--- src/rtl/train_sb_msg_arbiter.sv ---
// Arbitrates the MBTRAIN sideband transmit path between the TX-side and RX-side
// train/center-cal FSMs: one message in flight, round-robin on collisions, watchdog timeout.
module train_sb_msg_arbiter #(
    parameter int TIMEOUT_CYCLES = 1023,
    parameter int CNT_W          = 10
) (
    input  logic       clk,
    input  logic       rst_n,
    input  logic       i_en,
    input  logic       i_tx_req,
    input  logic [3:0] i_tx_msg,
    input  logic       i_rx_req,
    input  logic [3:0] i_rx_msg,
    input  logic       i_busy,
    output logic [3:0] o_sideband_message,
    output logic       o_valid,
    output logic       o_tx_done,
    output logic       o_rx_done,
    output logic       o_timeout,
    output logic       o_grant_rx
);

    typedef enum logic [1:0] {
        ST_IDLE,
        ST_ISSUE,
        ST_WAIT_DONE,
        ST_DONE
    } state_t;

    localparam logic [CNT_W-1:0] CNT_LAST = CNT_W'(TIMEOUT_CYCLES - 1);

    state_t           state_reg;
    logic             busy_q_reg;
    logic [CNT_W-1:0] cnt_reg;
    logic             last_grant_rx_reg;
    logic [3:0]       msg_reg;
    logic             valid_reg;
    logic             tx_done_reg;
    logic             rx_done_reg;
    logic             timeout_reg;
    logic             grant_rx_reg;

    logic busy_fall;
    logic pick_rx;

    assign busy_fall = busy_q_reg & ~i_busy;

    // On a collision the side that did not win last time gets the path.
    always_comb begin
        pick_rx = i_rx_req;
        if (i_tx_req && i_rx_req) begin
            pick_rx = ~last_grant_rx_reg;
        end
    end

    always_ff @(posedge clk or negedge rst_n) begin
        if (!rst_n) begin
            state_reg         <= ST_IDLE;
            busy_q_reg        <= 1'b0;
            cnt_reg           <= '0;
            last_grant_rx_reg <= 1'b1;
            msg_reg           <= 4'b0000;
            valid_reg         <= 1'b0;
            tx_done_reg       <= 1'b0;
            rx_done_reg       <= 1'b0;
            timeout_reg       <= 1'b0;
            grant_rx_reg      <= 1'b0;
        end else begin
            busy_q_reg  <= i_busy;
            valid_reg   <= 1'b0;
            tx_done_reg <= 1'b0;
            rx_done_reg <= 1'b0;
            timeout_reg <= 1'b0;
            if (!i_en) begin
                state_reg    <= ST_IDLE;
                cnt_reg      <= '0;
                msg_reg      <= 4'b0000;
                grant_rx_reg <= 1'b0;
            end else begin
                case (state_reg)
                    ST_IDLE: begin
                        if (i_tx_req || i_rx_req) begin
                            msg_reg           <= pick_rx ? i_rx_msg : i_tx_msg;
                            grant_rx_reg      <= pick_rx;
                            last_grant_rx_reg <= pick_rx;
                            valid_reg         <= 1'b1;
                            state_reg         <= ST_ISSUE;
                        end
                    end
                    ST_ISSUE: begin
                        cnt_reg   <= '0;
                        state_reg <= ST_WAIT_DONE;
                    end
                    ST_WAIT_DONE: begin
                        // A completion edge beats a timeout landing on the same cycle.
                        if (busy_fall) begin
                            tx_done_reg <= ~grant_rx_reg;
                            rx_done_reg <= grant_rx_reg;
                            state_reg   <= ST_DONE;
                        end else if (cnt_reg == CNT_LAST) begin
                            timeout_reg <= 1'b1;
                            state_reg   <= ST_IDLE;
                        end else begin
                            cnt_reg <= cnt_reg + 1'b1;
                        end
                    end
                    ST_DONE: begin
                        state_reg <= ST_IDLE;
                    end
                    default: begin
                        state_reg <= ST_IDLE;
                    end
                endcase
            end
        end
    end

    assign o_sideband_message = msg_reg;
    assign o_valid            = valid_reg;
    assign o_tx_done          = tx_done_reg;
    assign o_rx_done          = rx_done_reg;
    assign o_timeout          = timeout_reg;
    assign o_grant_rx         = grant_rx_reg;

endmodule

--- config.mk ---
export PLATFORM = sky130hd
export DESIGN_NAME = train_sb_msg_arbiter
export DESIGN_NICKNAME = d
export VERILOG_FILES = /design/src/rtl/train_sb_msg_arbiter.sv
export SDC_FILE = /design/constraint.sdc
export NUM_CORES = 1
export LEC_CHECK = 0
export ABC_AREA = 1
export BUFFER_PORTS_ARGS = -buffer_cell sky130_fd_sc_hd__buf_2
export CAP_MARGIN = 25
export CORE_MARGIN = 2
export CORE_UTILIZATION = 45
export DETAILED_ROUTE_END_ITERATION = 12
export PLACE_DENSITY = 0.66
export SYNTH_ARGS = -nofsm -noshare
export SYNTH_HDL_FRONTEND = slang
export SYNTH_SLANG_ARGS = --single-unit
--- constraint.sdc ---
create_clock -name clk -period 3.9 [get_ports clk]
set_clock_uncertainty 0.2 [all_clocks]
set_input_delay 0.195 -clock clk [delete_from_list [all_inputs] [get_ports clk]]
set_output_delay 0.195 -clock clk [all_outputs]
set_load 0.01 [all_outputs]
## Word-level counts from Yosys, hierarchy flattened

Index checks and enable logic that the tools add are counted.

| word-level totals | value |
|---|---|
| bits in registers | 23 |
| input port bits | 14 |
| output and inout port bits | 9 |
| word-level logic and storage cells | 63 |

| operators by class | value |
|---|---|
| add/subtract/negate cells | 1 |
| equal/unequal tests | 11 |
| mux-type cells | 30 |
| bitwise gates (word level) | 4 |
| reduce and logical (&&, ||, !) cells | 7 |

Operators by type and width:

| cell | count |
|---|---|
| two-way mux 10 bit | 3 |
| one-hot mux 10 bit (2 select lines) | 1 |
| two-way mux 1 bit | 17 |
| two-way mux 4 bit | 4 |
| adder 10 x 1 -> 10 bit (second input constant) | 1 |
| == test 10 bit (second input constant) | 1 |
| != test 3 bit (second input constant) | 3 |
| two-way mux 2 bit | 4 |
| one-hot mux 2 bit (4 select lines) | 1 |
| AND reduction 3 bit | 2 |
| == test 2 bit (second input constant) | 2 |
| != test 2 x 1 -> 1 bit (second input constant) | 2 |
| != test 4 bit (second input constant) | 1 |
| AND reduction 2 bit | 2 |
| != test 3 x 1 -> 1 bit (second input constant) | 1 |
| NOT 1 bit | 3 |
| == test 2 x 1 -> 1 bit (second input constant) | 1 |
| logical NOT 2 bit | 1 |
| AND 1 bit | 1 |
| logical AND 1 bit | 1 |
| logical OR 1 bit | 1 |

## Longest topological paths before layout

Gate-level depths: netlist of run 1.

| logic depth | value |
|---|---|
| depth after elaboration | 6 |
| depth in mapped cells | 9 |
| gate-level depth less buffers | 9 |

## Least setup slack after synthesis of run 1

OpenSTA, ideal clock, no wires.

| timing path | value |
|---|---|
| kind | flip-flop to flip-flop |
| start point | register cnt_reg[0] |
| end point | register cnt_reg[5] |
| setup time | 0.117 ns |
| arrival time | 1.153 ns |
| data required time | 3.583 ns |
| slack | 2.431 ns |
| cell stages (with the launch flop) | 10 |
| path buffers | 0 |
| clock period less this slack | 1.469 ns |
| path through | dfrtp_1 > inv_1 > ha_1 > nand2_1 > nor2_1 > nand3b_4 > nand2_4 > inv_4 > nand2_1 > nand2_1 |

| between the ends | value |
|---|---|
| longest elaborated chain between the ends | 5 |
| elaborated cells on any way between the ends | 8 |
| classes of those cells | add/sub: 1; eq/ne: 2; mux: 4; reduce/logical: 1 |

Ends and longest elaborated chain:

| element | RTL line | text |
|---|---|---|
| from (decl) | 34 | `logic [CNT_W-1:0] cnt_reg;` |
| from (signal assigned) | 104 | `cnt_reg <= cnt_reg + 1'b1;` |
| adder 10 x 1 -> 10 bit | 104 |  |
| two-way mux 10 bit | 100 | `end else if (cnt_reg == CNT_LAST) begin` |
| two-way mux 10 bit | 96 | `if (busy_fall) begin` |
| one-hot mux 10 bit (2 select lines) | 80 | `case (state_reg)` |
| two-way mux 10 bit | 74 | `if (!i_en) begin` |

Several ways; a longest one is shown, not always the timed one. The select of a mux whose other input is x is not followed.
A chain may end at the register's enable or synchronous reset.

## Worst setup path after layout of run 1

| timing path | value |
|---|---|
| start point | register state_reg[0] |
| end point | register msg_reg[2] (netlist: o_sideband_message[2]) |

| between the ends | value |
|---|---|
| longest elaborated chain between the ends | 3 |

Ends and longest elaborated chain:

| element | RTL line | text |
|---|---|---|
| from (decl) | 32 | `state_t state_reg;` |
| from (signal assigned) | 58 | `state_reg <= ST_IDLE;` |
| from (signal assigned) | 75 | `state_reg <= ST_IDLE;` |
| from (signal assigned) | 87 | `state_reg <= ST_ISSUE;` |
| logical NOT 2 bit | 80 |  |
| != test 2 x 1 -> 1 bit (no source line) | -- |  |
| AND reduction 2 bit (no source line) | -- |  |
| to (signal assigned) | 83 | `msg_reg <= pick_rx ? i_rx_msg : i_tx_msg;` |
| to (decl) | 36 | `logic [3:0] msg_reg;` |

No other way between the ends.

==> metrics, run 1 <==
Post-CTS Resized=0; fmax=0.5257 GHz; Post-Syn Area=1328 µm²; Final HPWL DP=1975 µm; Hold Buf Count CTS=7; worst r2r src=state_reg[0]; Synth top area share=0.4147; final WL=2656 µm; WP data required=3.97 ns; R2R Path End=o_sideband_message[2]; Syn Nets=183; Crit Path Max Fanout=7; initial antenna violation count=0; Tmin final=1.902 ns; R2R cell count=6; commonest non-fill, non-tap cell in the layout=nand2_1; gpl congestion=0.8265; HP Class=primary input to flip-flop; Die X=58.32 µm; WHS=-0.002757 ns; port bufs=22; crit share post-route=0.4877; cell taking the most area after synthesis=dfrtp_1; Setup Viol. Count Final=0; drt drc=0; CTS root buf=clkbuf_4; CTS tree=yes; Filler cells=247; drt wl/cell=11.55 µm; DR iter-0 viols=18; Post-Synthesis Cells=167; Die Footprint=3401 µm²; number of global-route vias before repair=996; total of warnings raised by yosys=0; DR vias=1139; CP Capture Point=o_sideband_message[2]; site row count=19; CP Capture Type=flip-flop; Max-Cap Viols=0; IO Pins=23; total CTS buffers=3; most frequent cells in the layout=nand2_1 (63), dfrtp_1 (22), buf_2 (22); Lkg Pwr=0.9165 nW; status=finished, violations left; nets=216; Skew-Pair Late Insertion Delay=0.32 ns; syn_area_per_cell=7.949 µm²; launch point of the critical path=state_reg[0]; Worst VDD drop=0.2637 mV; Total GRT Usage=0.1701; CP Class=flip-flop to flip-flop; Hold Crit Depth=5; max reg flops=10; failing checks=hold timing; cell area power density=355.1 nW/µm²; clk slew on worst S/H paths=0.14 ns; first-pass GRT wire length=4395 µm; global route total overflow=0; critical path data arrival time=1.98 ns; Slew headroom=0.6674; Setup Buffers After CTS=0; unrepaired setup endpoints after global routing=false; Die Ht=58.32 µm; largest net degree at the start of global routing=24; Clock Sink Count=23; Cell variety after synth=27; drt pass-1 iters=4; layout cells sized above 1=0.2312; Core Area=2781 µm²; depth of the CTS H-tree=1; r2r setup slk=2.00 ns; Clock Path Buffers=2; Yosys reg bits=23; area added between synthesis and finish=18.00%; startpoint types=flip-flop; remaining antenna violation count after routing=0; final hold vios=1; TNS Setup=0 ns; antenna diode count=0; register area share after synthesis=0.4345; top cells by area, synth=dfrtp_1 (41%), nand2_1 (18%), inv_1 (5.7%), nand3_1 (4.5%), nor2_4 (4.2%); initial core utilization=0.4773; Worst Max-Slew Pin Slew=0.4989 ns; max-slew violation count=0; vias per cell=4.952
routing by layer:
layer | GRT usage | wire length, µm | vias up
li1 | - | - | 589
met1 | 0.2254 | 1260 | 521
met2 | 0.2777 | 1280 | 25
met3 | 0.02637 | 80 | 4
met4 | 0.06977 | 35 | 0
met5 | 0 | 0 | -
kinds of logic (layout without fill, tap and decap cells):
logic type                 count (synthesis)  in the layout  share of synthesized area
xor gates and xnor gates                   2              2                    0.01320
buffers and inverters                     24             56                    0.07445
adders and majority gates                  2              2                    0.01885
and+or+nand+nor                          108            108                     0.4156
AOI/OAI and AO/OA                          8              8                    0.04335
DFF                                       23             23                     0.4345
power breakdown:
part	internal (mW)	switching (mW)	total, mW
Combinational	0.0544	0.0925	0.147
Clock	0.0385	0.0787	0.117
Sequential	0.269	0.0227	0.292
Total	0.362	0.194	0.556
worst max-delay path, stage by stage, from the launching register on:
cell	delay [ns]
dfrtp_1	0.48
nor2_1	0.16
o21ai_2	0.14
nor2_4	0.16
o211ai_1	0.10
dlygate4sd3_1	0.56
nand2_1	0.06
metrics by stage:
stage	util	power, mW	worst slack [ns]	area (µm²)	cells
after global routing	0.5632	0.5861	1.909	1567	230
after global placement	0.5281	0.4358	2.363	1469	219
after floorplan	-	0.3915	2.431	1328	167
final	0.5632	0.5563	1.998	1567	230
after CTS	0.5632	0.5601	1.995	1567	230
after detailed placement	0.5281	0.4394	2.315	1469	219
cell type report:
| cell class | count | area [µm²] | area share |
|---|---|---|---|
| tap | 31 | 38.79 | 0.02476 |
| sequential | 23 | 576.8 | 0.3682 |
| clock buffer | 3 | 22.52 | 0.01438 |
| multi-input combinational | 120 | 651.9 | 0.4161 |
| clock inverter | 1 | 5.005 | 0.003195 |
| timing repair buffer | 29 | 180.2 | 0.1150 |
| inverter | 23 | 91.34 | 0.05831 |
synthesized netlist by cell type:
cell,count
inv_1,20
xor2_1,1
dfstp_2,1
nand4_4,1
buf_4,1
ha_1,2
nand3_1,12
nand3b_4,1
o21ai_0,1
xnor2_1,1
a21oi_1,1
dfrtp_1,22
nor3_1,2
nor2_1,12
nand3b_1,3
inv_2,1
nand4_1,2
nand2_4,2
nor2_2,1
inv_4,2
nor2_4,5
a21oi_2,1
nand2_2,3
nand2_1,63
o211ai_1,4
o21ai_2,1
nor2_8,1
worst min-delay path by stage:
stage	start	endpoint	slack, ns
after CTS	i_rx_msg[0]	o_sideband_message[0]	0.0004
final	i_rx_msg[1]	o_sideband_message[1]	-0.003
after global placement	rst_n	cnt_reg[7]	-0.01
after global routing	i_rx_msg[1]	o_sideband_message[1]	0.004
after detailed placement	rst_n	cnt_reg[9]	-0.0004
after floorplan	rst_n	busy_q_reg	-0.30
No activity file was read; power rests on OpenSTA's default activity.
==> run 2: changes to the inputs <==
Settings changed: ABC_AREA 1 to 0, PLACE_DENSITY 0.66 to 0.7.
Clock period 3.9 ns to 1.6 ns, I/O delays scaled along.
==> run 2 against run 1 <==
  * The run ends with setup timing left
  * Die area down 11%
  * Global-route usage rose by 5.1 points
  * Clock-buffer cell count did not move
  * Utilization increased by 14 points
  * Fmax down 7.2%
  * Final cell count fell by 7.8%
  * Routed wire length is 19% higher
  * Non-clock buffer count grew 35
  * Largest power group unchanged
  * Highest routed layer unchanged
==> metrics, run 2 <==
status=finished, violations left; failing checks=setup timing; total CTS buffers=3; CP Class=flip-flop to flip-flop; post-synthesis mux area share=0.05550; port bufs=22; Skew-Pair Late Insertion Delay=0.33 ns; initial antenna violation count=0; Max-Cap Viols=0; top cells by area, synth=dfrtp_1 (47%), a31oi_1 (4.8%), mux2i_1 (4.3%), nor3_1 (4.3%), nor2_1 (3.2%); unrepaired setup endpoints after global routing=true; clk slew on worst S/H paths=0.15 ns; first-pass GRT wire length=4802 µm; CP max stage delay=0.41 ns; final core occ=0.7015; Crit. path cell count=6; Crit Path Max Fanout=2; CP max-delay cell=dfrtp_1; Lkg Pwr=0.7958 nW; Cell variety after synth=35; worst-path cell chain=inv_2 -> ha_4 -> nand2_1 -> or4_4 -> a221o_1 -> mux2_4; ys async rst share=1.000; Die X=55.04 µm; Finished Layout Cells=212; area added between synthesis and finish=48.24%; TNS Setup=-4.840 ns; final hold vios=0; cell area power density=762.0 nW/µm²; Synth Area in Compound Gates=0.1644; Die Ht=55.04 µm; most frequent cells in the layout=buf_4 (26), dfrtp_1 (22), buf_2 (22); commonest non-fill, non-tap cell in the layout=buf_4; Post-synth top cells=dfrtp_1 (22), nor2_1 (10), nor3_1 (10), a31oi_1 (9), inv_1 (7); critical path data arrival time=2.08 ns; Die Footprint=3029 µm²; global route total overflow=0; worst r2r src=cnt_reg[0]; Placed Area=1466 µm²; Total GRT Usage=0.2210; cell taking the most area after synthesis=dfrtp_1; post-route cell area=1738 µm²; Tmin final=2.050 ns; drt wl/cell=14.89 µm; drt pass-1 iters=4; R2R cell count=6; Hold Crit Depth=4; Most used DFF post-synth=dfrtp_1; buffering stage count on the worst path with inverters included=1; vias per cell=5.608; r2r setup slk=-0.45 ns; final WL=3156 µm; register area share after synthesis=0.4920; total of warnings raised by yosys=0; most frequent cell after synthesis=dfrtp_1; number of global-route vias before repair=1138; nets=199; largest net degree at the start of global routing=24; combinational family with the most area after synthesis=simple AND/OR/NAND/NOR gates; depth of the CTS H-tree=1; Worst Max-Slew Pin Slew=0.5158 ns; CTS root buf=clkbuf_4; Yosys reg bits=23; XOR/XNOR share of the synthesized area=0; antenna diode count=0; DR iter-0 viols=38; site row count=18; Post-Synthesis Cells=120; HP Class=primary input to flip-flop; startpoint types=flip-flop; adder and majority gate portion of the synthesized area=0.02134; total power=1.324 mW; Placed Cells=189; crit share post-route=1.281; min-delay src=i_rx_req; gpl congestion=0.8155; Clock Sink Count=23; Top delay family on crit path=simple AND/OR/NAND/NOR gates; Final HPWL DP=2015 µm; max-slew violation count=0; syn_area_per_cell=9.770 µm²; Simple-Gate Fraction of Synth Area=0.2145; DR vias=1189; fmax=0.4878 GHz; min setup slack post-route=-0.4501 ns; Clock Path Buffers=2; Post-synth EDFFs=0; layout cells sized above 1=0.3626; CTS tree=yes; Worst VDD drop=0.6918 mV; Post-Syn Area=1172 µm²; remaining antenna violation count after routing=0; Hold Crit Endpoint=o_grant_rx; Synth top area share=0.4696; Syn Nets=136; Slew headroom=0.6561; R2R Path End=cnt_reg[1]; CP Capture Type=flip-flop; Setup Viol. Count Final=12; max reg flops=10; WP data required=1.63 ns; IO Pins=23; drt drc=0; initial core utilization=0.4732; Core Area=2477 µm²
## run 2: changes by cell type after synthesis, sizes merged, moves of 3 or more
cell    before  now
nand2       68    5
inv         23    7
a31oi        0    9
nor2        19   10
nor3         2   10
nand3       12    6
mux2i        0    5
a211oi       0    4
clkbuf       0    4
and3         0    3
## run 2: area by class of cell
type	instances	area, µm²
well taps	30	37.54
clock buffers	3	22.52
fillers	190	739.5
clock inverters	1	7.507
inverters	8	30.03
multi-input cells	83	590.6
flip-flops and latches	23	576.8
repair buffers	64	473.0
## run 2: worst max-delay path by stage
stage	startpoint	endpoint	slack, ns
floorplan	cnt_reg[5]	cnt_reg[1]	-0.58
global placement	cnt_reg[0]	cnt_reg[1]	-0.41
detailed placement	cnt_reg[0]	cnt_reg[6]	-0.46
CTS	cnt_reg[0]	cnt_reg[1]	-0.46
global route	cnt_reg[0]	cnt_reg[3]	-0.51
finish	cnt_reg[0]	cnt_reg[1]	-0.45
## run 2: kinds of logic after synthesis
family                     count (synthesis)
DFF                                       23
muxes                                      6
AOI/OAI and AO/OA                         27
adders and majority gates                  2
and+or+nand+nor                           48
buffers and inverters                     14
## run 2: worst register-to-register path, stage by stage (launching register included)
cell,delay [ns]
dfrtp_1,0.41
inv_2,0.08
ha_4,0.13
nand2_1,0.05
or4_4,0.41
a221o_1,0.36
mux2_4,0.31
## run 2: layer usage
layer / wire length (µm) / part of all wire / up-vias / GRT usage
met1: 1391 / 0.44 / 575 / 0.2799
met5: 0 / 0 / - / 0
met2: 1587 / 0.50 / 40 / 0.3988
met3: 150 / 0.048 / 4 / 0.02957
met4: 27 / 0.0086 / 0 / 0.04878
li1: - / - / 570 / -
## run 2: repair_timing
action	CTS	global route
setup endpoints to repair	12	16
pin swaps	3	1
gates resized for setup	7	9
endpoints found under the hold margin	35	0
hold buffers	13	0
buffers inserted	2	4
## run 2: through the flow
step                      setup slack (ns)  hold slack (ns)
after global placement             -0.4131          -0.1259
after detailed placement           -0.4593          -0.1164
after CTS                          -0.4567          0.02629
after global routing               -0.5129          0.01959
final                              -0.4501         0.008083
after floorplan                    -0.5781          -0.4156
## run 2: report_power, final
group / internal (mW) / total (mW) / switching (mW)
registers: 0.639 / 0.678 / 0.0384
logic: 0.167 / 0.347 / 0.179
clock network: 0.0958 / 0.300 / 0.204
total: 0.902 / 1.32 / 0.422
